--- src/rtl/pc_gen.sv ---
// ---------------------------------------------------------------------------
// pc_gen -- fetch-PC generator for the core front end.
//
// Holds the fetch address, advances it by FETCH_BYTES every unstalled cycle
// and applies redirects from three ranked sources (exception > ERET > branch).
// A redirect seen while stalled is parked in a one-entry pending slot and
// applied on the first unstalled cycle.
//
// Optional feature macro: PC_ALIGN_CHECK_EN
//   defined   -> pc_adel flags a misaligned redirect target at load time
//   undefined -> pc_adel is tied to 0 and no check logic exists
//
// Ports:
//   clk          in   clock, rising edge
//   resetn       in   asynchronous active-low reset
//   stall        in   hold pc_out; redirects go to the pending slot
//   exc_valid    in   exception redirect request (rank 3)
//   exc_target   in   exception handler address
//   eret_valid   in   ERET redirect request (rank 2)
//   eret_target  in   EPC value
//   br_valid     in   branch/jump redirect request (rank 1)
//   br_target    in   branch target
//   pc_out       out  current fetch address (registered)
//   redirected   out  one-cycle pulse: pc_out was just loaded from a redirect
//   pend_valid   out  pending slot occupied
//   pc_adel      out  misaligned-fetch flag (registered)
// ---------------------------------------------------------------------------
module pc_gen #(
    parameter int                ADDR_W       = 32,
    parameter logic [ADDR_W-1:0] RESET_VECTOR = 32'hbfc00000,
    parameter int                FETCH_BYTES  = 4
) (
    input  logic              clk,
    input  logic              resetn,
    input  logic              stall,
    input  logic              exc_valid,
    input  logic [ADDR_W-1:0] exc_target,
    input  logic              eret_valid,
    input  logic [ADDR_W-1:0] eret_target,
    input  logic              br_valid,
    input  logic [ADDR_W-1:0] br_target,
    output logic [ADDR_W-1:0] pc_out,
    output logic              redirected,
    output logic              pend_valid,
    output logic              pc_adel
);

    logic [ADDR_W-1:0] pc_q, pc_d;
    logic              red_q, red_d;
    logic [1:0]        prank_q, prank_d;   // 0 = slot empty
    logic [ADDR_W-1:0] ptgt_q, ptgt_d;

    logic [1:0]        cur_rank;
    logic [ADDR_W-1:0] cur_tgt;
    logic              take_cur;
    logic [1:0]        cand_rank;
    logic [ADDR_W-1:0] cand_tgt;

    // Highest-ranked live request this cycle.
    always_comb begin
        cur_rank = 2'd0;
        cur_tgt  = '0;
        if (exc_valid) begin
            cur_rank = 2'd3;
            cur_tgt  = exc_target;
        end else if (eret_valid) begin
            cur_rank = 2'd2;
            cur_tgt  = eret_target;
        end else if (br_valid) begin
            cur_rank = 2'd1;
            cur_tgt  = br_target;
        end
    end

    // Live request beats pending on equal rank since it is the newer one.
    assign take_cur  = (cur_rank != 2'd0) && (cur_rank >= prank_q);
    assign cand_rank = take_cur ? cur_rank : prank_q;
    assign cand_tgt  = take_cur ? cur_tgt  : ptgt_q;

    always_comb begin
        pc_d    = pc_q;
        red_d   = 1'b0;
        prank_d = prank_q;
        ptgt_d  = ptgt_q;
        if (stall) begin
            if (take_cur) begin
                prank_d = cur_rank;
                ptgt_d  = cur_tgt;
            end
        end else if (cand_rank != 2'd0) begin
            pc_d    = cand_tgt;
            red_d   = 1'b1;
            prank_d = 2'd0;
            ptgt_d  = '0;
        end else begin
            pc_d = pc_q + ADDR_W'(FETCH_BYTES);
        end
    end

    always_ff @(posedge clk or negedge resetn) begin
        if (!resetn) begin
            pc_q    <= RESET_VECTOR;
            red_q   <= 1'b0;
            prank_q <= 2'd0;
            ptgt_q  <= '0;
        end else begin
            pc_q    <= pc_d;
            red_q   <= red_d;
            prank_q <= prank_d;
            ptgt_q  <= ptgt_d;
        end
    end

    assign pc_out     = pc_q;
    assign redirected = red_q;
    assign pend_valid = (prank_q != 2'd0);

`ifdef PC_ALIGN_CHECK_EN
    localparam int OFF_W = $clog2(FETCH_BYTES);

    logic adel_q, adel_d;

    // Flag tracks pc_out: set/cleared on every load, held across stalls.
    always_comb begin
        adel_d = adel_q;
        if (!stall) begin
            if (cand_rank != 2'd0) adel_d = |cand_tgt[OFF_W-1:0];
            else                   adel_d = 1'b0;
        end
    end

    always_ff @(posedge clk or negedge resetn) begin
        if (!resetn) adel_q <= 1'b0;
        else         adel_q <= adel_d;
    end

    assign pc_adel = adel_q;
`else
    assign pc_adel = 1'b0;
`endif

endmodule

--- config.mk ---
export PLATFORM = sky130hd
export DESIGN_NAME = pc_gen
export DESIGN_NICKNAME = d
export VERILOG_FILES = /design/src/rtl/pc_gen.sv
export SDC_FILE = /design/constraint.sdc
export NUM_CORES = 1
export LEC_CHECK = 0
export ABC_AREA = 1
export CAP_MARGIN = 20
export CORE_MARGIN = 1.5
export CORE_UTILIZATION = 54
export CTS_BUF_LIST = sky130_fd_sc_hd__clkbuf_2
export DETAILED_ROUTE_END_ITERATION = 16
export PLACE_DENSITY = 0.89
export SLEW_MARGIN = 20
export SYNTH_ARGS = -nofsm -noshare
export SYNTH_HDL_FRONTEND = slang
export SYNTH_SLANG_ARGS = --single-unit
--- constraint.sdc ---
create_clock -name clk -period 3.8 [get_ports clk]
set_input_delay 0.57 -clock clk [delete_from_list [all_inputs] [get_ports clk]]
set_output_delay 0.57 -clock clk [all_outputs]
set_load 0.02 [all_outputs]
# Yosys cells after proc, flatten, opt, wreduce, memory -nomap -nowiden
# Cells that the tools add are included.
# classes
reduce_logical	5
addsub	1
muxes	15
n_lt_le_gt_ge	1
# ops
op	count
2-to-1 mux 32 bit	7
adder 32 x 3 -> 32 bit, second input constant	1
2-to-1 mux 2 bit	5
nonzero test 2 bit	4
2-to-1 mux 1 bit	3
>= comparator 2 bit	1
logical AND 1 bit	1
# totals
register_bits	67
in_bits	102

# Logic depth before layout (Yosys ltp)
# Gate-level depths: netlist (run 1).
# logic_depth
depth_word	9
ltp_mapped	15

# Worst setup path before layout (run 1)
# OpenSTA, ideal clock, no wires.
# synth_path
path_type	input-to-reg
from	input exc_valid
to	register pc_q[13], in the netlist pc_out[13]
path_slack_ps	1639
n_path_buf	2
arrival_ps	2043
path_stages	14
t_required_ps	3682
path_cell_list	buf_2 > nor2_1 > inv_1 > ha_1 > nand2_1 > nand2_1 > nand2_2 > buf_6 > nand2_2 > nand2_4 > nand2_4 > nand2_1 > nand2_1 > nand2_1
# synth_via
elab_chain_cells	6
# synth_rtl
item	line	text
from (decl)	36	input logic exc_valid,
2-to-1 mux 2 bit	63	if (exc_valid) begin
>= comparator 2 bit or nonzero test 2 bit (tied branches)	76	assign take_cur = (cur_rank != 2'd0) && (cur_rank >= prank_q);
logical AND 1 bit	76	
2-to-1 mux 2 bit	-	
nonzero test 2 bit	90	end else if (cand_rank != 2'd0) begin
2-to-1 mux 32 bit (*)	90	
to (signal assigned)	107	pc_q <= pc_d;
to (decl)	48	logic [ADDR_W-1:0] pc_q, pc_d;
# Mark *: on every way between the ends. The rest lies on a longest branch, timed or not.
# A chain may end at the register's enable or synchronous reset.

# Final worst setup path (run 1)
# layout_path
from	input eret_valid
to	register ptgt_q[27]
# layout_via
elab_chain_cells	7
# layout_rtl
item	line	text
from (decl)	38	input logic eret_valid,
2-to-1 mux 2 bit	66	end else if (eret_valid) begin
2-to-1 mux 2 bit	63	
>= comparator 2 bit or nonzero test 2 bit (tied branches)	76	
logical AND 1 bit	76	
2-to-1 mux 2 bit	-	
nonzero test 2 bit	90	
nonzero test 2 bit (no line)	-	
to (signal assigned)	110	ptgt_q <= ptgt_d;
to (decl)	51	logic [ADDR_W-1:0] ptgt_q, ptgt_d;
# Several ways; a longest one is shown, not always the timed one.

==> results of run 1 <==
[metal layers]
layer / vias up / wire [µm]
met1: 2552 / 6140
met4: 0 / 326
met5: - / 0
met2: 247 / 6880
li1: 2646 / -
met3: 38 / 1130
[path summary, 6_finish.rpt]
| check | startpoint | to | slack [ns] |
|---|---|---|---|
| worst max-delay path | eret_valid | ptgt_q[27] | 0.90 |
| worst min-delay path | resetn | pc_out[13] | 0.004 |
| worst max register to register | prank_q[1] | ptgt_q[27] | 1.10 |
| worst min register to register | ptgt_q[13] | ptgt_q[13] | 0.50 |
| max in group asynchronous | resetn | pc_out[27] | 3.01 |
| min in group clk | ptgt_q[13] | ptgt_q[13] | 0.50 |
[layout by cell type, fill, tap and decap left out]
master,count
nand2_4,2
inv_1,32
nand4_1,23
clkinv_4,2
nand3_1,75
clkbuf_2,9
inv_2,3
xnor2_1,4
bufinv_16,2
nor2_1,52
clkinvlp_4,2
buf_4,12
buf_2,1
nand3b_1,1
o21ai_0,62
nand2_1,328
conb_1,1
nand2_2,4
dfrtp_1,58
ha_1,2
inv_6,1
clkdlybuf4s50_1,133
nor2_2,1
dfstp_2,9
a21oi_1,33
nor3_1,1
nor2_8,1
o21ai_1,2
xor2_1,11
[registers in the layout, indices dropped and copies added (netlist names)]
name,flops
ptgt_q,32
redirected,1
pc_out,32
prank_q,2
[report_power, final]
group | switching, mW | internal (mW)
logic | 0.576 | 0.435
registers | 0.186 | 0.870
clock network | 0.283 | 0.222
total | 1.05 | 1.53
[cell families after synthesis]
logic type / count (synthesis)
simple gates: 488
compound gates: 97
buf+inv: 80
flops: 67
xor+xnor: 15
fa+ha+maj: 2
other cells: 1
[critical path, delay by kind of cell]
family        cells  cell delay [ns]
fa+ha+maj         1             0.28
simple gates     10             2.00
buf+inv           2             0.51
[final cells by class]
cell class | instances | area, µm²
multi-input combinational | 603 | 2680
fill | 691 | 2140
sequential | 67 | 1690
timing repair buffer | 146 | 1430
inverter | 35 | 131
tap | 105 | 131
clock inverter | 7 | 101
clock buffer | 9 | 45.0
[metrics by stage]
stage | hold slack (ns) | setup WS [ns] | cell area, µm²
2_1_floorplan | 0.274 | 1.64 | 4720
3_3_place_gp | 0.453 | 0.560 | 6050
3_5_place_dp | 0.459 | 0.395 | 6050
4_1_cts | 0.205 | 0.952 | 6200
5_1_grt | 0.0334 | 0.649 | 6200
6_report | 0.00388 | 0.903 | 6200
[synthesized netlist by cell type]
master    number  area [µm²]
nand3b_1       1        7.51
inv_1         32         120
nor2_1        52         195
nor3_1         1        5.00
buf_4          4        30.0
nand4_1       23         144
dfrtp_1       58        1450
nand2_4        2        22.5
nand2_2        4        25.0
nor2_2         1        6.26
xor2_1        11        96.3
dfstp_2        9         236
buf_2         10        50.1
nand2_1      328        1230
a21oi_1       33         165
xnor2_1        4        35.0
ha_1           2        25.0
o21ai_0       62         310
nor2_8         1        20.0
clkbuf_1      24        90.1
nand3_1       75         375
inv_2          3        11.3
buf_1          3        11.3
o21ai_1        2        10.0
buf_6          4        45.0
conb_1         1        3.75
==> results.cfg, run 1 <==
[logic_synthesis]
syn_area_mm2 = 0.00472
synth.distinct_cells = 26
avgSynthCellArea_um2 = 6.30
synth-warning-count = 0
yosys.area_share.simple = 0.430
synth_nets = 854
synth_top_family_by_area = simple AND/OR/NAND/NOR gates
synthCells = 750
synth_fa_ha_area_frac = 0.00530
muxShareOfSynthArea = 0
synth_compound_area_frac = 0.103
synthXorXnorAreaFrac = 0.0278
ys_seq_area_frac = 0.357
synth_seq_cells = 67

[clock_network]
cts_buffers = 9
post_cts_buffers = 0
cts_tree = yes
post_cts_resize_count = 0
cts.hold.buffers_added = 0
cts_root_buf = clkbuf_2
clkTransAtPathRegs_ns = 0.21
htreeDepth = 3
clock-sinks = 67
clkLatencyLatePin_ns = 0.52
cts_buffer_depth = 2

[sta]
finalClockSkew_ns = 0.0251
slew_headroom = 0.611
finalSetupViolations = 0
max_freq_ghz = 0.345
finalHoldViolCount = 0
finalCritPeriodShare = 0.762
worstMarginPinSlew_ns = 0.583
finalSetupTns_ns = 0
drv_slew = 0
grt_setup_unrepaired = false
post-route-min-period_ns = 2.90

[routing]
drc = 0
via_per_inst = 5.64
wl_um = 14500
first_pass_iters = 5
wl_per_cell_um = 14.9
num_vias = 5483
final_antenna_net_count = 0
drt-initial-drc-count = 416

[critical_path]
arrival_ns = 3.37
worstPathRequired_ns = 4.27
rr_worst_depth = 11
path_cells = clkdlybuf4s50_1, nor2_1, inv_1, ha_1, nand2_1, nand2_1, nand2_2, nand2_2, nand2_4, nand2_4, nor2_8, nand2_1, nand2_1
slowest_stage = nor2_8
crit_path_end_kind = flip-flop
critPathMaxFanout = 34
critPathMostFrequentCell = nand2_1
criticalPathCategory = in -> reg
slowest_delay_ns = 0.46
cp-start-kind = input port

[placement]
dp.cells = 956
dpl.hpwl_um = 10900
place.gp.congestion = 0.976
portBuffers = 135

[floorplanning]
core_mm2 = 0.00834
die_y_um = 96.5
start_util = 0.566
io_pins = 137
die_w_um = 96.5
dieArea_mm2 = 0.00932
rows = 33

[pwr]
peakVddDrop_v = 0.000215
p_leak_nw = 2.82
p_per_area_mw_per_mm2 = 415
total_power_mw = 2.57

[grt]
gr-usage-met3 = 0.0524
grt_use_met1 = 0.444
antenna_found_initial = 0
grt_overflow = 0
grt_max_degree = 48
busiest_layer = met2
met2_usage = 0.524
grt_pass1_vias = 4887
grt_usage = 0.324
grt_pass1_wl_um = 23100

[run_status]
outcome = finished, final reports clean

[cells_and_area]
syn_to_final_growth_pct = 31.3
final_util = 0.743
nets = 966
n_antenna_cell = 0
final-instance-count-excl-fill = 972
drive_gt1_frac = 0.0565

[worst_hold_path]
hp-class = in -> async

[job]
drv_cap = 0
No activity file was read; power rests on OpenSTA's default activity.
==> inputs of run 2 (changes only) <==
Settings changed: CORE_UTILIZATION 54 to 45, PLACE_DENSITY 0.89 to 0.79.
Clock period 3.8 ns to 2.35 ns, I/O delays scaled along.
==> run 2 against run 1 <==
Compared with the run above:
- wire length is 0.97% higher
- worst setup slack got worse by 0.70 ns
- global-route usage shrank 5.5 points
- worst hold slack improved by 0.26 ns
- highest routed layer unchanged
- sequential share of layout area decreased by 1.2 points
- sequential power increased by 62%
- non-clock buffer count increased by 21
- via count shrank 0.62%
==> results.cfg, run 2 (synthesized netlist as in run 1, its figures left out) <==
[sta]
drv_slew = 0
finalHoldViolCount = 0
max_freq_ghz = 0.466
slew_headroom = 0.573
finalSetupTns_ns = 0
finalClockSkew_ns = 0.0331
finalSetupViolations = 0
grt_setup_unrepaired = false
worst_slack_ns = 0.203
post-route-min-period_ns = 2.15
finalCritPeriodShare = 0.914
worstMarginPinSlew_ns = 0.641

[pwr]
p_leak_nw = 2.94
peakVddDrop_v = 0.000349
total_power_mw = 4.25
p_per_area_mw_per_mm2 = 657

[placement]
place.gp.congestion = 0.895
post-place-ws_ns = -0.0950
placed_area_mm2 = 0.00633
dpl.hpwl_um = 11200
dp.cells = 1007
portBuffers = 135

[critical_path]
cp-startpoint = pc_out[25]
rr_worst_depth = 9
crit_path_end_kind = primary output
cp_top_family = flip-flops
worstPathRequired_ns = 2.00
reg2reg_slack_ns = 0.38
critPathMaxFanout = 6
slowest_stage = dfstp_2
slowest_delay_ns = 0.66
cp_num_buf_inv = 1
timing.rr.end = pc_out[13]
criticalPathCategory = reg -> out
timing.rr.start = pc_out[4]
path_cells = clkdlybuf4s50_1
arrival_ns = 1.79
cp-start-kind = flip-flop

[cells_and_area]
fin_area_mm2 = 0.00647
final-instance-count-excl-fill = 1024
mostFrequentLayoutCells = nand2_1, clkdlybuf4s50_1, nand3_1, o21ai_0, dfrtp_1
nets = 987
syn_to_final_growth_pct = 37.1
drive_gt1_frac = 0.0755
mostFrequentLayoutCell = nand2_1
n_antenna_cell = 0

[worst_hold_path]
holdPathStages = 6
hp-class = in -> reg
min_to = pc_out[6]
min_from = stall

[job]
drv_cap = 0

[routing]
via_per_inst = 5.32
first_pass_iters = 6
drt-initial-drc-count = 360
wl_per_cell_um = 14.3
wl_um = 14600
final_antenna_net_count = 0
num_vias = 5449
drc = 0

[grt]
grt_pass1_wl_um = 24100
antenna_found_initial = 0
grt_usage = 0.270
grt_pass1_vias = 5178
grt_max_degree = 42
grt_overflow = 0

[clock_network]
clock-sinks = 67
post_cts_resize_count = 0
htreeDepth = 3
cts_buffer_depth = 2
cts_root_buf = clkbuf_2
clkLatencyLatePin_ns = 0.51
clkTransAtPathRegs_ns = 0.21
cts_tree = yes
cts_buffers = 9

[floorplanning]
io_pins = 137
dieArea_mm2 = 0.0111
core_mm2 = 0.0102
die_y_um = 105
start_util = 0.462
die_w_um = 105
rows = 37

[run_status]
outcome = finished, final reports clean
-- run 2: worst max path at each step --
stage | endpoint | slack (ns) | cells past startpoint
after floorplan | pc_out[13] | 0.41 | 14
after global placement | pc_out[30] | -0.06 | 12
after detailed placement | pc_out[30] | -0.09 | 12
after CTS | pc_out[25] | 0.19 | 1
after global routing | pc_out[23] | 0.15 | 1
final | pc_out[25] | 0.20 | 1
-- run 2: where the power goes --
| group | internal, mW | leakage [nW] | switching, mW |
|---|---|---|---|
| clock | 0.348 | 0.0736 | 0.447 |
| combinational | 0.796 | 2.02 | 0.946 |
| sequential | 1.41 | 0.846 | 0.309 |
-- run 2: what timing repair did --
action	in CTS	in global routing
setup endpoints to repair	0	0
endpoints found under the hold margin	26	0
hold buffers	1	0
buffers inserted	0	0
-- run 2: stage by stage --
step,hold WS (ns),util
2_1_floorplan,0.0569,-
3_3_place_gp,0.402,0.619
3_5_place_dp,0.413,0.619
4_1_cts,0.256,0.633
5_1_grt,0.261,0.633
6_report,0.266,0.633
-- run 2: final cells by class --
class | instances | area [µm²]
Multi-Input combinational cell | 603 | 2680
Fill cell | 939 | 3760
Clock inverter | 7 | 91.3
Timing Repair Buffer | 167 | 1670
Clock buffer | 9 | 45.0
Sequential cell | 67 | 1690
Inverter | 35 | 131
Tap cell | 136 | 170
-- run 2: metal layers --
layer | share of wire | global-route usage
met4 | 0.013 | 0.0832
met3 | 0.073 | 0.0458
met1 | 0.44 | 0.367
met2 | 0.47 | 0.440
met5 | 0 | 0
==> inputs of run 3 (changes only) <==
Settings changed: CORE_UTILIZATION 45 to 50, PLACE_DENSITY 0.79 to 0.84.
Clock period 2.35 ns to 2.2 ns, I/O delays scaled along.
==> run 3 against run 2 <==
Compared with the run above:
- first-iteration DRC count grew 23%
- register-to-register slack lost 0.05 ns
- clock power grew 6.5%
- flip-flop and latch count is the same
- core utilization grew 7.0 points
- power grew 7.1%
- global-route usage grew 4.0 points
- worst setup slack lost 0.11 ns
- critical endpoint is now pc_out[23]
- largest power group unchanged
==> results.cfg, run 3 (synthesized netlist as in run 1, its figures left out) <==
[run_status]
outcome = finished, final reports clean

[critical_path]
path_cells = clkdlybuf4s50_1
criticalPathCategory = reg -> out
crit_path_end_kind = primary output
rr_worst_depth = 12
critPathMaxFanout = 6
cp.depth = 1
worstPathRequired_ns = 1.87
cp-start-kind = flip-flop
slowest_stage = dfstp_2
arrival_ns = 1.77
slowest_delay_ns = 0.64
cp_top_family = flip-flops
cp_num_buf_inv = 1

[sta]
worstMarginPinSlew_ns = 0.507
slew_headroom = 0.662
finalClockSkew_ns = 0.0137
post-route-min-period_ns = 2.10
grt_setup_unrepaired = false
finalHoldViolCount = 0
max_freq_ghz = 0.475
finalSetupViolations = 0
finalCritPeriodShare = 0.957
drv_slew = 0

[placement]
portBuffers = 135
dpl.hpwl_um = 11200
place.gp.congestion = 0.962
dp.cells = 985

[floorplanning]
rows = 35
dieArea_mm2 = 0.0100
die_y_um = 100
die_w_um = 100
io_pins = 137
start_util = 0.514
core_mm2 = 0.00920

[grt]
grt_pass1_wl_um = 24800
grt_usage = 0.310
antenna_found_initial = 0
grt_pass1_vias = 5411
grt_overflow = 0
grt_max_degree = 41

[clock_network]
cts_buffers = 9
post_cts_buffers = 0
cts_buffer_depth = 2
cts.hold.buffers_added = 1
post_cts_resize_count = 0
htreeDepth = 3
clkTransAtPathRegs_ns = 0.19
clkLatencyLatePin_ns = 0.52
cts_root_buf = clkbuf_2
clock-sinks = 67
cts_tree = yes

[routing]
via_per_inst = 5.47
final_antenna_net_count = 0
wl_per_cell_um = 14.7
first_pass_iters = 5
wl_um = 14700
num_vias = 5485
drc = 0
drt-initial-drc-count = 443

[pwr]
p_sw_mw = 1.81
p_clk_frac = 0.186
p_per_area_mw_per_mm2 = 704
power_frac_seq = 0.398
comb_power_share = 0.417
switching_share = 0.398
peakVddDrop_v = 0.000392
p_int_mw = 2.74
p_leak_nw = 2.96

[cells_and_area]
drive_gt1_frac = 0.0797
syn_to_final_growth_pct = 36.9
nets = 990
mostFrequentLayoutCells = nand2_1, clkdlybuf4s50_1, nand3_1, o21ai_0, dfrtp_1
final_util = 0.703
final-instance-count-excl-fill = 1002
mostFrequentLayoutCell = nand2_1
n_antenna_cell = 0

[worst_hold_path]
hp-class = in -> reg
holdPathStages = 3

[job]
drv_cap = 0
## run 3: worst paths after layout
path	start	endpoint	slack, ns
max	pc_out[23]	pc_out[23]	0.1
min	stall	pc_out[15]	0.16
max reg2reg	prank_q[1]	ptgt_q[17]	0.33
min reg2reg	ptgt_q[21]	ptgt_q[21]	0.50
max in group asynchronous	resetn	redirected	1.24
min in group asynchronous	resetn	prank_q[0]	0.27
## run 3: cell type report
cell class	count	area (µm²)
sequential	67	1690
tap	111	139
fill	816	2730
clock inverter	7	92.6
timing repair buffer	170	1690
multi-input combinational	603	2680
clock buffer	9	45.0
inverter	35	131
## run 3: routing by layer
metal | track usage | share of wire
met3 | 0.0578 | 0.069
met4 | 0.0726 | 0.0096
met5 | 0 | 0
met1 | 0.410 | 0.43
met2 | 0.528 | 0.49
## run 3: through the flow
step | area (µm²) | setup WS [ns] | total power, mW | hold WS (ns) | TNS, ns
2_1_floorplan | 4720 | 0.279 | 2.78 | 0.0344 | 0
3_3_place_gp | 6320 | -0.130 | 3.66 | 0.330 | -5.37
3_5_place_dp | 6320 | -0.182 | 3.71 | 0.329 | -9.45
4_1_cts | 6470 | 0.0599 | 4.56 | 0.123 | 0
5_1_grt | 6470 | 0.0279 | 4.84 | 0.125 | 0
6_report | 6470 | 0.0955 | 4.55 | 0.157 | 0
## run 3: power by group through the flow
stage               Sequential (mW)  Combinational (mW)  Clock, mW
floorplan                      1.94               0.833          0
global placement               1.82                1.84          0
detailed placement             1.83                1.88          0
CTS                            1.81                1.89      0.860
global route                   1.85                2.09      0.905
finish                         1.81                1.90      0.846
==> RTL change, RTL diff (flow settings as in run 2) <==
Add a define of `PC_ALIGN_CHECK_EN`.
--- a/src/rtl/pc_gen.sv
+++ b/src/rtl/pc_gen.sv
@@ -25,6 +25,8 @@
 //   pend_valid   out  pending slot occupied
 //   pc_adel      out  misaligned-fetch flag (registered)
 // ---------------------------------------------------------------------------
+`define PC_ALIGN_CHECK_EN
+
 module pc_gen #(
     parameter int                ADDR_W       = 32,
     parameter logic [ADDR_W-1:0] RESET_VECTOR = 32'hbfc00000,
Function: changed (a bounded check fails within 4 cycles, from zero or initial values and one cycle with resetn low).
==> RTL change against run 2 <==
- routed wire length down 6.2%
- fmax increased by 1.0%
- final area decreased by 2.1%
- register-to-register slack improved by 0.03 ns
- synthesized area fell by 2.4%
- highest routed layer unchanged
- sequential cell count up 1
- setup slack better by 0.021 ns
- synthesized cell count decreased by 7.1%
- power shrank 0.89%
- core utilization grew 0.96 points
- critical path depth unchanged
- die area is 2.3% lower
==> RTL change: results (changes against run 2) <==
status: completed (unchanged)
Worst Path Max Fanout: 8 (was 6)
dpl cells: 950 (was 1,007)
Post-Synth XOR/XNOR Area: 0.0247 (was 0.0278)
met1 Track Usage GR: 0.358 (was 0.367)
M3 GR Usage: 0.0301 (was 0.0458)
Total GRT Usage: 0.256 (was 0.270)
maximum clock rate: 470 MHz (was 466 MHz)
Synth top cells by count: nand2_1 (257), o21ai_0 (88), dfrtp_1 (59) (was nand2_1 (328), nand3_1 (75), o21ai_0 (62))
Register-to-Register Path Depth: 10 (was 9)
met2 Use GR: 0.411 (was 0.440)
Synth Net Count: 801 (was 854)
GPL Wtd Cong: 0.888 (was 0.895)
vias in the first global route: 4,877 (was 5,178)
share of cells above drive strength 1: 0.0695 (was 0.0755)
RR Startpoint: pc_out[2]$_DFFE_PN0N_ (was pc_out[4]$_DFFE_PN0N_)
WP data arrival: 1.77 ns (was 1.79 ns)
initial antenna violation count: 1 (was 0)
HPWL after detailed placement: 10,500 um (was 11,200 um)
WL met2: 6370 um (was 6930 um)
largest net degree at the start of global routing: 69 (was 42)
sw frac: 0.397 (was 0.400)
register area share after synthesis: 0.372 (was 0.357)
Leak: 2.75 nW (was 2.94 nW)
DRT met1 WL: 6000 um (was 6430 um)
Worst Setup SP: pc_out[22]$_DFFE_PN1N_ (was pc_out[25]$_DFFE_PN1N_)
compound-cell area share of the yosys netlist: 0.152 (was 0.103)
Final Non-Filler Cells: 968 (was 1,024)
Critical Path End: pc_out[22] (was pc_out[25])
Syn Inst Count: 697 (was 750)
Place WS: -0.0290 ns (was -0.0950 ns)
Worst R2R Setup Slack: 0.41 ns (was 0.38 ns)
adder-cell area share of the yosys netlist: 0.00543 (was 0.00530)
input/output buffers: 136 (was 135)
Distinct cells, synth: 31 (was 26)
vias per cell: 5.27 (was 5.32)
skew final: 0.0326 ns (was 0.0331 ns)
first-pass GRT wire length: 22,700 um (was 24,100 um)
ranking of synthesized cells by area: dfrtp_1 (32%), nand2_1 (21%), o21ai_0 (9.6%) (was dfrtp_1 (31%), nand2_1 (26%), nand3_1 (7.9%))
Iteration-0 DRC Markers: 361 (was 360)
maximum VDD drop: 0.320 mV (was 0.349 mV)
==> RTL change: cell type report <==
type,count,area [um^2]
multi-input cells,531,2490
diodes,1,2.50
repair buffers,157,1590
inverters,62,235
clock inverters,7,91.3
fillers,879,3530
clock buffers,9,45.0
well taps,133,166
flip-flops and latches,68,1710
==> RTL change: power groups by stage <==
stage                     logic, mW  registers (mW)  clock network, mW
final                          1.71            1.73              0.765
after global routing           1.88            1.76              0.823
after CTS                      1.72            1.73              0.781
after detailed placement       1.71            1.75                  0
after global placement         1.67            1.75                  0
after floorplan               0.760            1.83                  0
==> RTL change: worst register-to-register path: cells and delay by family (launching register included) <==
family                   cells  cell delay [ns]
AND/OR/NAND/NOR              9             1.04
flip-flops                   1             0.51
adder cells (fa/ha/maj)      1             0.31
==> RTL change: cells by family (layout without fill, tap and decap cells) <==
group           Yosys count  after routing
other cells               0              1
fa+ha+maj                 2              2
simple gates            385            385
xor+xnor                 13             13
buf+inv                  98            235
compound gates          131            131
flops                    68             68
